[src/rtl/hack_pkg.sv]
// Shared Hack platform definitions: word size, PC reset vector and the 1-bit
// gate-level mux primitive that the sequential blocks are built from.
package hack_pkg;

    localparam int WORD_W = 16;
    localparam logic [WORD_W-1:0] PC_RESET_VECTOR = 16'h0000;

    // PC control priority, highest first (independent strobes, no encoding):
    //   reset -> PC_RESET_VECTOR, load -> in, inc -> out + 1, otherwise hold.

    // 1-bit mux from AND/OR/NOT gates: sel = 0 picks a, sel = 1 picks b.
    // A deselected X input is masked by its AND gate and never reaches the result.
    function automatic logic mux1(input logic a, input logic b, input logic sel);
        return (a & ~sel) | (b & sel);
    endfunction

endpackage

[src/rtl/register_0.sv]
// WIDTH-bit register with synchronous load enable: per-bit DFF whose D input
// is a feedback mux selecting the stored bit or the new data.
module register_0
    import hack_pkg::*;
#(
    parameter int WIDTH = WORD_W
) (
    input  logic             clk,
    input  logic             en,
    input  logic [WIDTH-1:0] d,
    output logic [WIDTH-1:0] q
);

    for (genvar i = 0; i < WIDTH; i++) begin : g_bit
        logic dff;

        always_ff @(posedge clk) begin
            dff <= mux1(dff, d[i], en);
        end

        assign q[i] = dff;
    end

endmodule

[src/rtl/pc_0.sv]
// Program counter: next value chosen by three cascaded per-bit mux stages
// (inc, then load, then reset) and captured by an always-enabled register_0.
module pc_0
    import hack_pkg::*;
#(
    parameter int               WIDTH        = WORD_W,
    parameter logic [WIDTH-1:0] RESET_VECTOR = PC_RESET_VECTOR
) (
    input  logic             clk,
    input  logic             reset,
    input  logic [WIDTH-1:0] in,
    input  logic             load,
    input  logic             inc,
    output logic [WIDTH-1:0] out
);

    logic [WIDTH-1:0] out_inc;
    logic [WIDTH-1:0] carry;
    logic [WIDTH-1:0] stage_a;
    logic [WIDTH-1:0] stage_b;
    logic [WIDTH-1:0] stage_c;

    // Ripple of half adders with the carry-in forced to 1; the final carry-out
    // is dropped, so the count wraps modulo 2^WIDTH.
    assign carry[0] = 1'b1;

    for (genvar i = 0; i < WIDTH; i++) begin : g_inc
        assign out_inc[i] = out[i] ^ carry[i];
        if (i < WIDTH - 1) begin : g_carry
            assign carry[i+1] = out[i] & carry[i];
        end
    end

    // Later stages override earlier ones, which yields reset > load > inc > hold.
    for (genvar i = 0; i < WIDTH; i++) begin : g_sel
        assign stage_a[i] = mux1(out[i], out_inc[i], inc);
        assign stage_b[i] = mux1(stage_a[i], in[i], load);
        assign stage_c[i] = mux1(stage_b[i], RESET_VECTOR[i], reset);
    end

    register_0 #(
        .WIDTH(WIDTH)
    ) u_reg (
        .clk(clk),
        .en (1'b1),
        .d  (stage_c),
        .q  (out)
    );

endmodule

[config.mk]
export PLATFORM = sky130hd
export DESIGN_NAME = pc_0
export DESIGN_NICKNAME = d
export VERILOG_FILES = /design/src/rtl/hack_pkg.sv /design/src/rtl/register_0.sv /design/src/rtl/pc_0.sv
export SDC_FILE = /design/constraint.sdc
export NUM_CORES = 1
export LEC_CHECK = 0
export BUFFER_PORTS_ARGS = -buffer_cell sky130_fd_sc_hd__buf_2
export CAP_MARGIN = 20
export CORE_ASPECT_RATIO = 1.2
export CORE_UTILIZATION = 40
export DETAILED_ROUTE_END_ITERATION = 8
export GPL_TIMING_DRIVEN = 0
export PLACE_DENSITY = 0.66
export SYNTH_ARGS = -nofsm -noshare
export SYNTH_HDL_FRONTEND = slang
export SYNTH_SLANG_ARGS = --single-unit
[constraint.sdc]
create_clock -name clk -period 4.2 [get_ports clk]
set_clock_uncertainty 0.1 [all_clocks]
set_input_delay 0.63 -clock clk [delete_from_list [all_inputs] [get_ports clk]]
set_output_delay 0.63 -clock clk [all_outputs]
set_load 0.03 [all_outputs]
==> impl_results.md, run 1 <==
- Status: finished clean
- Slew Viols, Final: 0
- Total wire length: 1980 microns
- Cell Count, Final, Fillers Out: 171
- Worst Max-Slew Pin Slew: 0.494 ns
- Critical path type: flip-flop to flip-flop
- # Max-Cap Violations: 0
- Area growth from synthesis to layout: 21.3%
- Final hold vios: 0
- Max reg flops: 16
- Setup Fix Bufs, Post-CTS: 0
- Critical Path AT: 3.82 ns
- Synth top area share: 29.8%
- Worst min-delay path class: flip-flop to flip-flop
- Synthesized flop and latch total: 16
- Fillers: 256
- Reg2reg end: u_reg.g_bit[15].dff$_DFF_P_
- Post-route ant nets: 0
- Worst vdd ir: 166 uV
- Hold path endpoint: u_reg.g_bit[3].dff$_DFF_P_
- Placer's final routability congestion estimate: 0.686
- Top cells by area, synth: dfxtp_1 (30%), ha_1 (16%), mux2i_1 (13%)
- ANT cells: 0
- Pwr dens: 275 mW/mm^2
- Placeable Area: 0.00253 sq mm
- I/O pin cnt: 36
- Layout cells sized above 1: 43.5%
- Startpoint types: flip-flop
- Crit share post-route: 88.8%
- Core Rows: 20
- Synth area leader: dfxtp_1
- Slew headroom: 67.1%
- Post-CTS sizing: 0
- Most frequent cells in the layout: buf_2 (35), buf_4 (17), dfxtp_1 (16), nor2b_1 (15)
- Final setup TNS: 0 ns
- Most common cell after layout, fill and taps aside: buf_2
- Inst Count DP: 168
- Initial DRC count: 8
- CTS tree: yes
- Die Wd: 49.3 microns
- GRT overflow: 0
- Detailed Place HPWL: 1480 microns
- DRT Pass-1 Iters: 4
- # hold bufs at CTS: 0
- WL per Instance: 11.6 microns
- Endpoints failing setup: 0
- Distinct cells, synth: 15
- Util after Layout: 51.5%
- Final Cell Area: 0.00130 sq mm
- First-pass GRT wire length: 3340 microns
- Hold path startpoint: u_reg.g_bit[3].dff$_DFF_P_
- Overall die height: 58.8 microns
- RR Startpoint: u_reg.g_bit[0].dff$_DFF_P_
- Largest net degree at the start of global routing: 11
- Cell Area, Synth: 0.00107 sq mm
- Register area share after synthesis: 29.8%
- Max Freq: 0.268 GHz
- Initial Utilization: 42.5%
- Clock Latency Late Sink: 0.28 ns
- Syn Area/Cell: 10.5 sq um
- H-tree depth: 1
- Vias/cell: 4.78
- IO Port Bufs: 33
- Root Buffer: clkbuf_4
- Static leakage: 0.699 nW
- Fin crit period: 3.73 ns
- Worst-path clk slew: 0.09 ns
- Residual DRC count: 0
- Largest regs: u_reg.g_bit.dff x16
- CTS Buf Count: 3
- FF-to-FF setup slack: 0.47 ns
- Full die area: 0.00290 sq mm
- CTS Sinks: 16
- Yosys warns: 0
- RSZ-0062 raised after global routing: no
- Crit path capture type: flip-flop
- Biggest register: u_reg.g_bit.dff
- Vias in the first global route: 754
- DR vias: 818
- Longest Clk Path Bufs: 2
- Hold WS: 0.477 ns
- CP Max Fanout: 3
- Worst hold path depth: 2
- Dpl cell area: 0.00128 sq mm
- Nets: 174
- Synthesized net count: 136
- Power Total: 0.358 mW
- Overall Global Routing Usage: 15.2%
- Mapped Cells: 102
- Worst Reg-to-Reg Cells: 16
- Initial antenna violation count: 0
- Worst path required time: 4.29 ns
- Final worst slack: 0.469 ns
- Setup WS pre-CTS: 0.455 ns
-- report_power, final --
| group | internal (mW) | switching (mW) |
|---|---|---|
| clock network | 0.0333 | 0.0465 |
| logic | 0.0504 | 0.0547 |
| registers | 0.163 | 0.00937 |
-- synthesized netlist by cell type --
| library cell | instances |
|---|---|
| inv_1 | 2 |
| clkbuf_1 | 1 |
| a2111oi_2 | 1 |
| ha_1 | 14 |
| a211oi_1 | 14 |
| buf_4 | 17 |
| buf_6 | 1 |
| buf_2 | 2 |
| nor2b_1 | 15 |
| and4b_1 | 1 |
| buf_12 | 1 |
| xnor2_1 | 1 |
| dfxtp_1 | 16 |
| mux2i_1 | 14 |
| a211oi_2 | 2 |
-- how the worst max path moves through the flow --
stage                                           from                     endpoint  slack [ns]  depth (start not counted)
after floorplan           u_reg.g_bit[1].dff$_DFF_P_  u_reg.g_bit[15].dff$_DFF_P_        0.68                         16
final                     u_reg.g_bit[0].dff$_DFF_P_  u_reg.g_bit[15].dff$_DFF_P_        0.47                         16
after global placement    u_reg.g_bit[0].dff$_DFF_P_  u_reg.g_bit[15].dff$_DFF_P_        0.52                         16
after detailed placement  u_reg.g_bit[0].dff$_DFF_P_  u_reg.g_bit[15].dff$_DFF_P_        0.46                         16
after CTS                 u_reg.g_bit[0].dff$_DFF_P_  u_reg.g_bit[15].dff$_DFF_P_        0.45                         16
after global routing      u_reg.g_bit[0].dff$_DFF_P_  u_reg.g_bit[15].dff$_DFF_P_        0.26                         16
-- final cells by class --
| class | instances | area [sq um] | area share, % |
|---|---|---|---|
| clock buffer | 3 | 22.5 | 1.73 |
| sequential | 16 | 320 | 24.6 |
| tap | 33 | 41.3 | 3.17 |
| multi-input combinational | 62 | 573 | 44.0 |
| timing repair buffer | 33 | 165 | 12.7 |
| buffer | 22 | 173 | 13.3 |
| inverter | 2 | 7.51 | 0.576 |
-- layer usage --
layer	part of all wire, %	track usage [%]	vias up
met5	0	0	-
met1	49	18.7	363
met3	4.5	3.10	4
met4	1.2	7.56	0
met2	45	25.0	28
li1	-	-	423
-- critical path, stage by stage, from the launching register on --
cell and delay (ns):
dfxtp_1 0.35, ha_1 0.20, ha_1 0.21, ha_1 0.20, ha_1 0.19, ha_1 0.19, ha_1 0.20, ha_1 0.20
ha_1 0.19, ha_1 0.20, ha_1 0.20, ha_1 0.20, ha_1 0.20, ha_1 0.21, ha_1 0.21, and4b_1 0.20
a2111oi_2 0.18
-- cells by family (layout without fill, tap and decap cells) --
| kind of cell | Yosys count | after routing | share of synthesized area [%] |
|---|---|---|---|
| AOI/OAI and AO/OA | 17 | 17 | 13.5 |
| and+or+nand+nor | 16 | 16 | 9.67 |
| buffers and inverters | 24 | 60 | 16.8 |
| adders and majority gates | 14 | 14 | 16.3 |
| DFF | 16 | 16 | 29.8 |
| muxes | 14 | 14 | 13.1 |
| xor gates and xnor gates | 1 | 1 | 0.816 |
Note: power is estimated with default switching activity, not from simulation.
==> run 2, diff against run 1 <==
CTS_CLUSTER_SIZE = 24   (was unset)
RECOVER_POWER = 100   (was unset)
==> run 2 against run 1 <==
  * Flip-flop and latch count did not move
  * Combinational power fell by 5%
  * Sequential share of layout area rose by 0.83 points
  * Critical path type unchanged
  * Critical endpoint unchanged
  * Largest power group unchanged
==> impl_results.md, run 2 (same netlist as run 1, synthesis figures left out) <==
- WL met1: 1010 microns
- # Max-Cap Violations: 0
- Endpoints failing setup: 0
- DR vias: 815
- Cell repeated most along the worst path: ha_1
- Crit path capture type: flip-flop
- RR Startpoint: u_reg.g_bit[0].dff$_DFF_P_
- CTS Buf Count: 3
- Nets: 174
- # hold bufs at CTS: 0
- Reg2reg end: u_reg.g_bit[15].dff$_DFF_P_
- Static leakage: 0.631 nW
- Layout cells sized above 1: 30.4%
- Startpoint types: flip-flop
- Fillers: 272
- CTS tree: yes
- Final hold vios: 0
- Setup Fix Bufs, Post-CTS: 0
- Crit. Startpoint: u_reg.g_bit[0].dff$_DFF_P_
- Most common cell after layout, fill and taps aside: buf_2
- Post-CTS sizing: 0
- Most frequent cells in the layout: buf_2 (19), clkbuf_1 (18), buf_4 (17), dfxtp_1 (16), nor2b_1 (15)
- Core Rows: 20
- ANT cells: 0
- Overall die height: 58.8 microns
- Status: finished clean
- Initial Utilization: 42.5%
- Hold WS: 0.476 ns
- Top sig layer: met4
- Crit share post-route: 90.3%
- Area growth from synthesis to layout: 17.4%
- WL met2: 898 microns
- Worst path required time: 4.28 ns
- Worst Max-Slew Pin Slew: 0.706 ns
- RSZ-0062 raised after global routing: no
- Worst Reg-to-Reg Cells: 16
- Die Wd: 49.3 microns
- Slew Viols, Final: 0
- Worst path depth: 16
- Clock Latency Late Sink: 0.28 ns
- Initial DRC count: 8
- Total wire length: 2020 microns
- Placer's final routability congestion estimate: 0.686
- I/O pin cnt: 36
- Placeable Area: 0.00253 sq mm
- Util after Layout: 49.9%
- Residual DRC count: 0
- Largest regs: u_reg.g_bit.dff x16
- H-tree depth: 1
- Initial antenna violation count: 0
- Vias/cell: 4.77
- Worst min-delay path class: flip-flop to flip-flop
- CP Max Fanout: 3
- Biggest register: u_reg.g_bit.dff
- Worst stage delay on the critical path: 0.35 ns
- Post-route ant nets: 0
- First-pass GRT wire length: 3340 microns
- Max Freq: 0.264 GHz
- Pwr dens: 281 mW/mm^2
- Largest net degree at the start of global routing: 11
- Worst vdd ir: 165 uV
- Worst path slowest cell: dfxtp_1
- DRT Pass-1 Iters: 2
- Full die area: 0.00290 sq mm
- CTS Sinks: 16
- Overall Global Routing Usage: 15.2%
- Critical path type: flip-flop to flip-flop
- Crit-path cells: ha_1 -> ha_1 -> ha_1 -> ha_1 -> ha_1 -> ha_1 -> ha_1 -> ha_1 -> ha_1 -> ha_1 -> ha_1 -> ha_1 -> ha_1 -> ha_1 -> and4b_1 -> a2111oi_0
- WL per Instance: 11.8 microns
- Root Buffer: clkbuf_4
- Vias in the first global route: 754
- GRT overflow: 0
- Met3 WL: 85 microns
- Fin crit period: 3.79 ns
- CP delay by family, top: adder cells
- FF-to-FF setup slack: 0.41 ns
- Critical Path End: u_reg.g_bit[15].dff$_DFF_P_
- Slew headroom: 53.0%
- Final setup TNS: 0 ns
- Longest Clk Path Bufs: 2
- Worst-path clk slew: 0.09 ns
- CP bufs+invs: 0
- Detailed Place HPWL: 1480 microns
- Critical Path AT: 3.87 ns
- IO Port Bufs: 33
- Max reg flops: 16
==> run 2: worst min-delay path by stage <==
stage	start	endpoint	cells past startpoint
floorplan	u_reg.g_bit[14].dff$_DFF_P_	u_reg.g_bit[14].dff$_DFF_P_	2
global placement	u_reg.g_bit[9].dff$_DFF_P_	u_reg.g_bit[9].dff$_DFF_P_	2
detailed placement	u_reg.g_bit[14].dff$_DFF_P_	u_reg.g_bit[14].dff$_DFF_P_	2
CTS	in[15]	u_reg.g_bit[15].dff$_DFF_P_	3
global route	reset	u_reg.g_bit[0].dff$_DFF_P_	2
finish	u_reg.g_bit[3].dff$_DFF_P_	u_reg.g_bit[3].dff$_DFF_P_	2
==> run 2: metrics by stage <==
step                area [sq um]  cells  power, mW  setup slack, ns
CTS                         1300    171      0.364            0.453
detailed placement          1280    168      0.282            0.455
finish                      1260    171      0.354            0.407
floorplan                   1070    102      0.254            0.683
global route                1260    171      0.377            0.156
global placement            1280    168      0.280            0.518
==> run 2: power by group <==
group | leakage [nW] | switching [mW] | total, mW | internal (mW)
registers | 0.133 | 0.00954 | 0.173 | 0.163
logic | 0.484 | 0.0544 | 0.0994 | 0.0450
clock network | 0.0138 | 0.0478 | 0.0811 | 0.0333
total | 0.631 | 0.112 | 0.354 | 0.242
==> run 2: metal layers <==
layer	vias to the layer above	GRT usage, %
met4	0	7.56
met5	-	0
met1	358	18.7
li1	427	-
met2	26	25.0
met3	4	3.10
==> run 2: worst min-delay path, cell delays in order (launching register included) <==
cell	delay, ns
dfxtp_1	0.33
mux2i_1	0.12
a211oi_1	0.08
==> run 2: layout make-up <==
type / instances / area (sq um) / area share (%)
Buffer: 22 / 156 / 12.4
Clock buffer: 3 / 22.5 / 1.79
Sequential cell: 16 / 320 / 25.4
Inverter: 2 / 7.51 / 0.596
Timing Repair Buffer: 33 / 145 / 11.5
Tap cell: 33 / 41.3 / 3.28
Multi-Input combinational cell: 62 / 567 / 45.0
==> run 3, diff against run 2 <==
REMOVE_ABC_BUFFERS = 1   (was unset)
==> run 3 against run 2 <==
  * First-iteration DRC count fell by 50%
  * Register-to-register slack improved by 0.02 ns
  * Final area fell by 10%
  * Hold slack improved by 0.0028 ns
  * Sequential power barely moved
==> impl_results.md, run 3 (same netlist as run 1, synthesis figures left out) <==
- Final hold vios: 0
- Most frequent cells in the layout: buf_2 (18), clkbuf_1 (17), dfxtp_1 (16), nor2b_1 (15)
- Worst-path clk slew: 0.09 ns
- ANT cells: 0
- DR vias: 743
- Critical Path AT: 3.81 ns
- WL per Instance: 12.3 microns
- Total wire length: 1870 microns
- Residual DRC count: 0
- IO Port Bufs: 35
- Endpoints failing setup: 0
- Slew Viols, Final: 0
- Core Rows: 20
- Status: finished clean
- Fin crit period: 3.77 ns
- Clock Latency Late Sink: 0.28 ns
- Overall die height: 58.8 microns
- DRT Pass-1 Iters: 3
- I/O pin cnt: 36
- Worst path required time: 4.24 ns
- Initial antenna violation count: 0
- # Max-Cap Violations: 0
- RSZ-0062 raised after global routing: no
- Vias/cell: 4.89
- Root Buffer: clkbuf_4
- Util after Layout: 44.8%
- Layout cells sized above 1: 21.0%
- Nets: 154
- Most common cell after layout, fill and taps aside: buf_2
- Max Freq: 0.265 GHz
- Power Total: 0.355 mW
- Detailed Place HPWL: 1300 microns
- First-pass GRT wire length: 3170 microns
- Full die area: 0.00290 sq mm
- Slew headroom: 56.3%
- Worst vdd ir: 162 uV
- Post-route ant nets: 0
- Critical path type: flip-flop to flip-flop
- Hold path startpoint: u_reg.g_bit[3].dff$_DFF_P_
- Worst min-delay path class: flip-flop to flip-flop
- Area growth from synthesis to layout: 5.48%
- RR Startpoint: u_reg.g_bit[1].dff$_DFF_P_
- Static leakage: 0.541 nW
- Longest Clk Path Bufs: 2
- Worst Max-Slew Pin Slew: 0.656 ns
- Die Wd: 49.3 microns
- Placeable Area: 0.00253 sq mm
- Pwr dens: 314 mW/mm^2
- Startpoint types: flip-flop
- Post-CTS sizing: 0
- Largest net degree at the start of global routing: 20
- Crit share post-route: 89.8%
- Initial DRC count: 4
- H-tree depth: 1
- CTS Sinks: 16
- Biggest register: u_reg.g_bit.dff
- Initial Utilization: 42.5%
- CTS tree: yes
- Crit. Startpoint: u_reg.g_bit[1].dff$_DFF_P_
- GRT overflow: 0
- Setup Fix Bufs, Post-CTS: 0
- CTS Buf Count: 3
- Placer's final routability congestion estimate: 0.712
- Largest regs: u_reg.g_bit.dff x16
- Max reg flops: 16
- Crit path capture type: flip-flop
- Final setup TNS: 0 ns
- Vias in the first global route: 730
- CP Max Fanout: 3
- # hold bufs at CTS: 0
- Overall Global Routing Usage: 14.5%
## run 3: cell type report
cell class | instances | area [sq um]
clock buffer | 4 | 36.3
sequential | 16 | 320
timing repair buffer | 35 | 154
tap | 33 | 41.3
multi-input combinational | 62 | 573
inverter | 2 | 7.51
fill | 260 | 1400
## run 3: path summary, 6_finish.rpt
check                                              endpoint  slack [ns]  cells after the start
worst max-delay path            u_reg.g_bit[15].dff$_DFF_P_        0.43                     16
worst min register to register   u_reg.g_bit[3].dff$_DFF_P_        0.48                      2
worst max register to register  u_reg.g_bit[15].dff$_DFF_P_        0.43                     16
worst min-delay path             u_reg.g_bit[3].dff$_DFF_P_        0.48                      2
## run 3: per-layer routing
layer | part of all wire [%] | global-route usage (%) | vias to the layer above | wire length (microns)
met1 | 45 | 17.6 | 336 | 831
li1 | - | - | 385 | -
met2 | 49 | 24.5 | 20 | 919
met3 | 5.1 | 2.33 | 2 | 95
met5 | 0 | 0 | - | 0
met4 | 1.0 | 7.56 | 0 | 19
## run 3: power by group
part           leakage (nW)  switching (mW)  internal (mW)
clock network        0.0210          0.0481         0.0527
logic                 0.387          0.0516         0.0307
registers             0.133         0.00892          0.163
## run 3: per-stage QoR
stage | setup WS, ns | std cells | hold slack, ns | area [sq um]
floorplan | 0.533 | 80 | 0.577 | 901
global placement | 0.501 | 148 | 0.455 | 1120
detailed placement | 0.425 | 148 | 0.462 | 1120
CTS | 0.400 | 152 | 0.483 | 1150
global route | 0.235 | 152 | 0.503 | 1130
finish | 0.430 | 152 | 0.479 | 1130
## run 3: critical path, cell delays in order, from the launching register on
cell and delay [ns]:
dfxtp_1 0.34, ha_1 0.20, ha_1 0.20, ha_1 0.20
ha_1 0.20, ha_1 0.20, ha_1 0.20, ha_1 0.19
ha_1 0.20, ha_1 0.20, ha_1 0.20, ha_1 0.20
ha_1 0.21, ha_1 0.20, ha_1 0.20, a211oi_1 0.29
a2111oi_2 0.08
